### src/rtl/rob_commit_pkg.sv
// Shared definitions for the ROB retirement stage: commit FSM states, default sizes
// and the PC / logical / physical register widths taken from the `*_RANGE macros.
`ifndef PC_RANGE
`define PC_RANGE 39:0
`endif
`ifndef LREG_RANGE
`define LREG_RANGE 4:0
`endif
`ifndef PREG_RANGE
`define PREG_RANGE 6:0
`endif

package rob_commit_pkg;

    typedef enum logic [1:0] {
        RUN,
        BLOCK,
        RECOVER
    } commit_state_t;

    localparam int COMMIT_WIDTH_DEF = 2;
    localparam int ROB_DEPTH_DEF    = 64;

    typedef logic [`PC_RANGE]   pc_t;
    typedef logic [`LREG_RANGE] lreg_t;
    typedef logic [`PREG_RANGE] preg_t;

    localparam int PC_W   = $bits(pc_t);
    localparam int LREG_W = $bits(lreg_t);
    localparam int PREG_W = $bits(preg_t);

endpackage

### src/rtl/commit_prefix_sel.sv
// In-order prefix selector: marks the leading run of set bits in 'ready' and counts it.
// Shared by retirement and by the flush-walk logic.
module commit_prefix_sel
    import rob_commit_pkg::*;
#(
    parameter int WIDTH = COMMIT_WIDTH_DEF,
    parameter int CNT_W = $clog2(WIDTH + 1)
) (
    input  logic [WIDTH-1:0] ready,
    input  logic             enable,
    output logic [WIDTH-1:0] mask,
    output logic [CNT_W-1:0] count
);

    // The first zero in 'ready' kills every slot above it.
    always_comb begin
        logic alive;
        alive = enable;
        mask  = '0;
        count = '0;
        for (int i = 0; i < WIDTH; i++) begin
            alive   = alive & ready[i];
            mask[i] = alive;
            if (alive) begin
                count = count + CNT_W'(1);
            end
        end
    end

endmodule

### src/rtl/rob_commit.sv
// In-order retirement at the ROB head: commits the complete prefix, advances head_ptr,
// and registers freelist releases and arch-RAT writes. Optional: COMMIT_DIFFTEST_EN.
module rob_commit
    import rob_commit_pkg::*;
#(
    parameter int COMMIT_WIDTH = COMMIT_WIDTH_DEF,
    parameter int ROB_DEPTH    = ROB_DEPTH_DEF,
    parameter int PTR_W        = $clog2(ROB_DEPTH)
) (
    input  logic                                 clock,
    input  logic                                 reset,
    input  logic [COMMIT_WIDTH-1:0]              head_deq,
    input  logic [COMMIT_WIDTH-1:0][PC_W-1:0]    head_pc,
    input  logic [COMMIT_WIDTH-1:0][31:0]        head_instr,
    input  logic [COMMIT_WIDTH-1:0][LREG_W-1:0]  head_lrd,
    input  logic [COMMIT_WIDTH-1:0][PREG_W-1:0]  head_prd,
    input  logic [COMMIT_WIDTH-1:0][PREG_W-1:0]  head_old_prd,
    input  logic [COMMIT_WIDTH-1:0]              head_need_to_wb,
    input  logic [COMMIT_WIDTH-1:0]              head_skip,
    input  logic                                 flush,
    input  logic                                 fl_ready,
    output logic [COMMIT_WIDTH-1:0]              commit,
    output logic [PTR_W:0]                       head_ptr,
    output logic [COMMIT_WIDTH-1:0]              fl_rel_valid,
    output logic [COMMIT_WIDTH-1:0][PREG_W-1:0]  fl_rel_preg,
    output logic [COMMIT_WIDTH-1:0]              arat_we,
    output logic [COMMIT_WIDTH-1:0][LREG_W-1:0]  arat_lrd,
    output logic [COMMIT_WIDTH-1:0][PREG_W-1:0]  arat_prd,
`ifdef COMMIT_DIFFTEST_EN
    output logic [COMMIT_WIDTH-1:0]              dt_valid,
    output logic [COMMIT_WIDTH-1:0][PC_W-1:0]    dt_pc,
    output logic [COMMIT_WIDTH-1:0][31:0]        dt_instr,
    output logic [COMMIT_WIDTH-1:0]              dt_skip,
    output logic [COMMIT_WIDTH-1:0][LREG_W-1:0]  dt_lrd,
    output logic [COMMIT_WIDTH-1:0][PREG_W-1:0]  dt_prd,
`endif
    output logic [63:0]                          retire_cnt,
    output logic [31:0]                          stall_cnt
);

    localparam int CNT_W = $clog2(COMMIT_WIDTH + 1);

    commit_state_t           state;
    logic                    commit_en;
    logic [CNT_W-1:0]        commit_n;
    logic [COMMIT_WIDTH-1:0] release_vec;
    logic [64:0]             retire_sum;

    assign commit_en = (state == RUN) & fl_ready & ~flush & ~reset;

    commit_prefix_sel #(
        .WIDTH (COMMIT_WIDTH),
        .CNT_W (CNT_W)
    ) u_prefix (
        .ready  (head_deq),
        .enable (commit_en),
        .mask   (commit),
        .count  (commit_n)
    );

    // Writes to x0 neither free a register nor touch the arch-RAT.
    always_comb begin
        release_vec = '0;
        for (int i = 0; i < COMMIT_WIDTH; i++) begin
            release_vec[i] = commit[i] & head_need_to_wb[i] & (head_lrd[i] != '0);
        end
    end

    assign retire_sum = {1'b0, retire_cnt} + 65'(commit_n);

    // Same-lrd writes in one cycle both issue; the arch-RAT lets the higher slot win.
    always_ff @(posedge clock) begin
        if (reset) begin
            state        <= RUN;
            head_ptr     <= '0;
            fl_rel_valid <= '0;
            fl_rel_preg  <= '0;
            arat_we      <= '0;
            arat_lrd     <= '0;
            arat_prd     <= '0;
            retire_cnt   <= '0;
            stall_cnt    <= '0;
        end else begin
            fl_rel_valid <= release_vec;
            fl_rel_preg  <= head_old_prd;
            arat_we      <= release_vec;
            arat_lrd     <= head_lrd;
            arat_prd     <= head_prd;
            retire_cnt   <= retire_sum[64] ? '1 : retire_sum[63:0];
            if (flush) begin
                head_ptr <= '0;
                state    <= RECOVER;
            end else begin
                head_ptr <= head_ptr + (PTR_W + 1)'(commit_n);
                case (state)
                    RUN: begin
                        if (head_deq[0] && !fl_ready) begin
                            state <= BLOCK;
                        end
                    end
                    BLOCK: begin
                        if (stall_cnt != '1) begin
                            stall_cnt <= stall_cnt + 32'd1;
                        end
                        if (fl_ready) begin
                            state <= RUN;
                        end
                    end
                    RECOVER: state <= RUN;
                    default: state <= RUN;
                endcase
            end
        end
    end

`ifdef COMMIT_DIFFTEST_EN
    always_ff @(posedge clock) begin
        if (reset) begin
            dt_valid <= '0;
            dt_pc    <= '0;
            dt_instr <= '0;
            dt_skip  <= '0;
            dt_lrd   <= '0;
            dt_prd   <= '0;
        end else begin
            dt_valid <= commit;
            dt_pc    <= head_pc;
            dt_instr <= head_instr;
            dt_skip  <= head_skip;
            dt_lrd   <= head_lrd;
            dt_prd   <= head_prd;
        end
    end
`else
    logic unused_difftest;
    assign unused_difftest = ^{head_pc, head_instr, head_skip};
`endif

endmodule

### config.mk
export PLATFORM = sky130hd
export DESIGN_NAME = rob_commit
export DESIGN_NICKNAME = d
export VERILOG_FILES = /design/src/rtl/rob_commit_pkg.sv /design/src/rtl/commit_prefix_sel.sv /design/src/rtl/rob_commit.sv
export SDC_FILE = /design/constraint.sdc
export NUM_CORES = 1
export LEC_CHECK = 0
export ABC_CLOCK_PERIOD_IN_PS = 8800
export BUFFER_PORTS_ARGS = -buffer_cell sky130_fd_sc_hd__buf_2
export CAP_MARGIN = 5
export CORE_AREA = 2 2 133 135
export DETAILED_ROUTE_END_ITERATION = 16
export DIE_AREA = 0 0 135 137
export PLACE_DENSITY_LB_ADDON = 0.25
export SLEW_MARGIN = 20
export SYNTH_ARGS = -nofsm -noshare
export SYNTH_HDL_FRONTEND = slang
export SYNTH_SLANG_ARGS = --single-unit
### constraint.sdc
create_clock -name clock -period 8.8 [get_ports clock]
set_input_delay 1.76 -clock clock [delete_from_list [all_inputs] [get_ports clock]]
set_output_delay 1.76 -clock clock [all_outputs]
set_load 0.03 [all_outputs]
# Word-level counts from Yosys, hierarchy flattened
# Index checks and enable logic that the tools add are counted.
totals:
  mem_count: 0
  in_bits: 192
  reg_bits: 145
  latch_bits: 0
  ramBits: 0
  mem_bits_ro: 0
  output_inout_bits: 147
classes:
  eq_ne: 6
  div: 0
  order_cmp: 0
  mux: 7
  reduce_logical: 9
  bitwise: 11
  n_mul: 0
  add_sub_neg: 4
  n_shift: 0
ops:
  columns: ["operator", "n"]
  rows:
  - ["$add A64 B2 Y65", 1]
  - ["$mux W64", 1]
  - ["$add A32 B1 Y32 const B", 1]
  - ["$ne A32 B32 Y1 const B", 1]
  - ["$reduce_bool A5 Y1", 2]
  - ["$and A1 B1 Y1", 9]
  - ["$mux W2", 4]
  - ["$add A7 B2 Y7", 1]
  - ["$pmux W2 S2", 1]
  - ["$reduce_and A2 Y1", 2]
  - ["$ne A3 B2 Y1 const B", 1]
  - ["$ne A3 B3 Y1 const B", 1]
  - ["$reduce_and A3 Y1", 1]
  - ["$add A1 B1 Y2 const B", 1]
  - ["$eq A2 B1 Y1 const B", 1]
  - ["$logic_not A2 Y1", 1]
  - ["$ne A2 B1 Y1 const B", 1]
  - ["$ne A2 B2 Y1 const B", 1]
  - ["$not A1 Y1", 2]
  - ["$reduce_or A2 Y1", 1]
  - ["$logic_and A1 B1 Y1", 1]
  - ["$logic_not A1 Y1", 1]
  - ["$mux W1", 1]

# Longest topological paths before layout
depth:
  ltp_word: 10
  ltp_mapped: 14

# Cells and area by module
# Synthesis repeated with hierarchy kept, for this count alone.
unflattened:
  cells_unflattened: 696
  area_unflattened_um2: 6311.1
by_module_without_submodules:
  columns: ["module", "cells_per_inst", "area_each_um2", "n_inst", "seq_area_each_um2"]
  rows:
  - ["rob_commit", 692, 6281.0, 1, 2902.8]
  - ["commit_prefix_sel", 4, 30.0, 1, 0.0]

# Worst setup path before layout
# OpenSTA, ideal clock, no wires.
synth_path:
  path_kind: "input port to flip-flop"
  start: "input flush"
  end: "register retire_cnt[47]"
  path_stages: 12
  path_slack_ns: 2.682
  arrival_ns: 6.044
  setup_ns: 0.074
  t_required_ns: 8.726
  path_cell_list: "or2_2 -> clkbuf_1 -> nor4_1 -> nand2_1 -> inv_1 -> ha_1 -> a21oi_1 -> or4_1 -> buf_2 -> or4b_4 -> or3_1 -> a31oi_1"
synth_between:
  elab_cells_between_ends: 10
  cone_classes: "2 x add/sub; 3 x mux; 5 x bitwise"
synth_lines:
  columns: ["item", "line_no", "text"]
  rows:
  - ["from (decl)", "rob_commit.sv:20", "input logic flush,"]
  - ["$not A1 Y1 (no line)", null, null]
  - ["$and A1 B1 Y1 (2 in series)", "rob_commit.sv:49", "assign commit_en = (state == RUN) & fl_ready & ~flush & ~reset;"]
  - ["$and A1 B1 Y1", "commit_prefix_sel.sv:22", "alive = alive & ready[i];"]
  - ["via commit[0]", "rob_commit.sv:22", "output logic [COMMIT_WIDTH-1:0] commit,"]
  - ["$and A1 B1 Y1", "commit_prefix_sel.sv:22", null]
  - ["via commit[1]", "rob_commit.sv:22", null]
  - ["$mux W2", "commit_prefix_sel.sv:24", "if (alive) begin"]
  - ["$add A64 B2 Y65", "rob_commit.sv:69", "assign retire_sum = {1'b0, retire_cnt} + 65'(commit_n);"]
  - ["$mux W64", "rob_commit.sv:89", "retire_cnt <= retire_sum[64] ? '1 : retire_sum[63:0];"]
  - ["to (signal assigned)", "rob_commit.sv:89", null]
  - ["to (decl)", "rob_commit.sv:37", "output logic [63:0] retire_cnt,"]
# The timed path passes the listed nets, and every way through them passes these cells.
# A chain may end at the register's enable or synchronous reset.

# Worst setup path after layout
layout_path:
  start: "input reset"
  end: "register retire_cnt[17]"
layout_between:
  elab_chain_cells: 8
  elab_cells_between_ends: 9
  cone_classes: "2 x add/sub; 3 x mux; 4 x bitwise"
layout_lines:
  columns: ["item", "line_no", "text"]
  rows:
  - ["from (decl)", "rob_commit.sv:11", "input logic reset,"]
  - ["$not A1 Y1", "rob_commit.sv:49", null]
  - ["$and A1 B1 Y1", "rob_commit.sv:49", null]
  - ["$and A1 B1 Y1", "commit_prefix_sel.sv:22", null]
  - ["$mux W1", "commit_prefix_sel.sv:24", null]
  - ["$add A1 B1 Y2", "commit_prefix_sel.sv:25", "count = count + CNT_W'(1);"]
  - ["$mux W2", "commit_prefix_sel.sv:24", null]
  - ["$add A64 B2 Y65", "rob_commit.sv:69", null]
  - ["$mux W64", "rob_commit.sv:89", null]
# Parallel ways exist; a longest one is shown, timed or not.

==> results.json <==
{
  "cts_buffers": 17,
  "worstSkewPairLatency_ps": 430,
  "reg2reg_depth": 11,
  "syn_nets": 933,
  "grt_pass1_wl_um": 29100,
  "fin_util": 0.482,
  "synthArstFlopShare": 0,
  "place_congestion": 0.798,
  "yosysTopAreaCell": "dfxtp_1",
  "htreeDepth": 4,
  "worstSetupPathType": "in -> reg",
  "die_x_um": 135,
  "relSlewSlack": 0.418,
  "area.growth.synth_to_final_pct": 26.9,
  "cts_resized": 0,
  "fp.dieH_um": 137,
  "synth_edf_count": 0,
  "finalNetCount": 1108,
  "hold_path.class": "reg -> reg",
  "status": "finished clean",
  "clkTransAtPathRegs_ps": 60,
  "dieArea_um2": 18500,
  "crit_fanout": 62,
  "remaining_drc_errors": 0,
  "syn_inst": 734,
  "worstPathRequired_ps": 9150,
  "p_leak_nw": 3.15,
  "synth_top_area_share": 0.448,
  "synth_ff_type": "dfxtp_1",
  "period_share": 0.716,
  "rows": 48,
  "worstMarginPinSlew_ps": 869,
  "cts_hold_buffers": 0,
  "powerDensity_nw_per_um2": 181,
  "ant_nets": 0,
  "grt_pass1_vias": 5520,
  "drt_iter0_drc": 389,
  "yosys-top-cells-area": "dfxtp_1 (45%), a21oi_1 (5.9%), nor2b_1 (4.2%)",
  "wl_um": 18700,
  "final_hold_viol_count": 0,
  "yosysMostFrequentCell": "dfxtp_1",
  "wl_per_cell_um": 16.3,
  "hold_depth": 2,
  "layout-drive-gt1-share": 0.268,
  "antenna_found_initial": 0,
  "skew_ps": 13.9,
  "ys_top_cells_by_count": "dfxtp_1 (145), a21oi_1 (76), nand2_1 (44), nor2b_1 (43), nand3_1 (39)",
  "grt_remaining_overflow": 0,
  "setup_violations": 0,
  "ir_drop_mv": 0.130,
  "drt_first_pass_iters": 5,
  "vias": 6204,
  "synth_area_um2": 6480,
  "grt_use_total": 0.200,
  "grt_start_max_net_pins": 80,
  "syn_avg_cell_area_um2": 8.83,
  "cts_setup_buffers": 0,
  "fmax_ghz": 0.159,
  "io_buffers": 192,
  "coreArea_um2": 17100,
  "cts_buffer_depth": 2,
  "rsz0062_at_grt": "no",
  "via_per_inst": 5.41,
  "holdWs_ps": 497,
  "cts_tree": "built",
  "fillers": 1657,
  "timing.final.crit_period_ps": 6300,
  "synth-seq-cells": 145,
  "clockRootBuffer": "clkbuf_16",
  "end_kind": "flop",
  "arrival_ps": 6640,
  "drv_cap": 0,
  "pin_count": 339,
  "initial_core_util": 0.380,
  "yosysWarnings": 0,
  "fin_setup_tns_ps": 0,
  "drv_slew": 0,
  "diodes": 0,
  "cts.sinks": 145,
  "synth_cell_types": 46,
  "seq_area_frac_synth": 0.448,
  "hpwl_um": 13300,
  "start_kind": "input pin"
}
cell type report:
class,count,area (µm²),share of cell area
clock buffer,18,429,0.0522
clock inverter,14,179,0.0218
inverter,19,71.3,0.00867
multi-input combinational,529,3360,0.409
sequential,145,2900,0.353
tap,225,282,0.0342
timing repair buffer,197,1000,0.122
layer usage:
layer,share of wire,GRT usage,vias up
li1,-,-,3077
met1,0.48,0.274,2874
met2,0.40,0.281,243
met3,0.12,0.0893,10
met4,0.0088,0.0590,0
met5,0,0,-
cell usage in the layout, fill, tap and decap left out, types with 15 or more instances in the layout:
cell type    n
nand4_1     27
o21ai_0     15
nand3_1     39
nor2b_1     43
nand2_1     43
buf_2      191
or4_1       34
or3_1       22
a31oi_1     18
xnor2_1     26
xor2_1      22
clkbuf_16   17
dfxtp_1    145
inv_1       19
o31ai_1     29
nor3_1      16
nor2_1      30
a21oi_1     76
nor4_1      22
and4_1      16
sequential cells by signal, indices dropped and copies added, names as in the netlist:
name         flops
arat_we          2
arat_prd        14
fl_rel_preg     14
arat_lrd        10
retire_cnt      64
head_ptr         7
stall_cnt       32
state            2
final timing paths:
kind / start / to / slack, ps
worst min-delay path: stall_cnt[30] / stall_cnt[30] / 500
worst max-delay path: reset / retire_cnt[17] / 2500
worst max register to register: state[1] / retire_cnt[17] / 4240
worst min register to register: stall_cnt[30] / stall_cnt[30] / 500
critical path, stage by stage:
cell and delay (ps):
buf_4 300, or2_2 450, nor4_1 740, nor2b_1 320, ha_1 210, inv_1 50
fa_1 460, nand3b_1 290, or4_1 660, nor4_4 300, buf_4 210, nand2_2 520
a21oi_1 330
kinds of logic after synthesis:
kind of cell	after synthesis	synth area share
and+or+nand+nor	328	0.302
AOI/OAI and AO/OA	145	0.131
DFF	145	0.448
buffers and inverters	60	0.0367
xor gates and xnor gates	48	0.0649
adders and majority gates	7	0.0158
muxes	1	0.00174
power by group:
| part | total (mW) | internal [mW] | switching (mW) |
|---|---|---|---|
| registers | 0.671 | 0.667 | 0.00377 |
| clock network | 0.750 | 0.451 | 0.299 |
| logic | 0.0649 | 0.0212 | 0.0437 |
stage by stage:
step / std cells / setup WS (ps) / cell area, µm² / power (mW)
final: 1147 / 2500 / 8230 / 1.49
after floorplan: 734 / 2680 / 6480 / 0.726
after CTS: 1147 / 2450 / 8220 / 1.50
after global routing: 1147 / 2150 / 8230 / 1.54
after detailed placement: 1115 / 1990 / 7610 / 0.751
after global placement: 1115 / 2000 / 7610 / 0.751
Power figures use the tool's default switching activity.
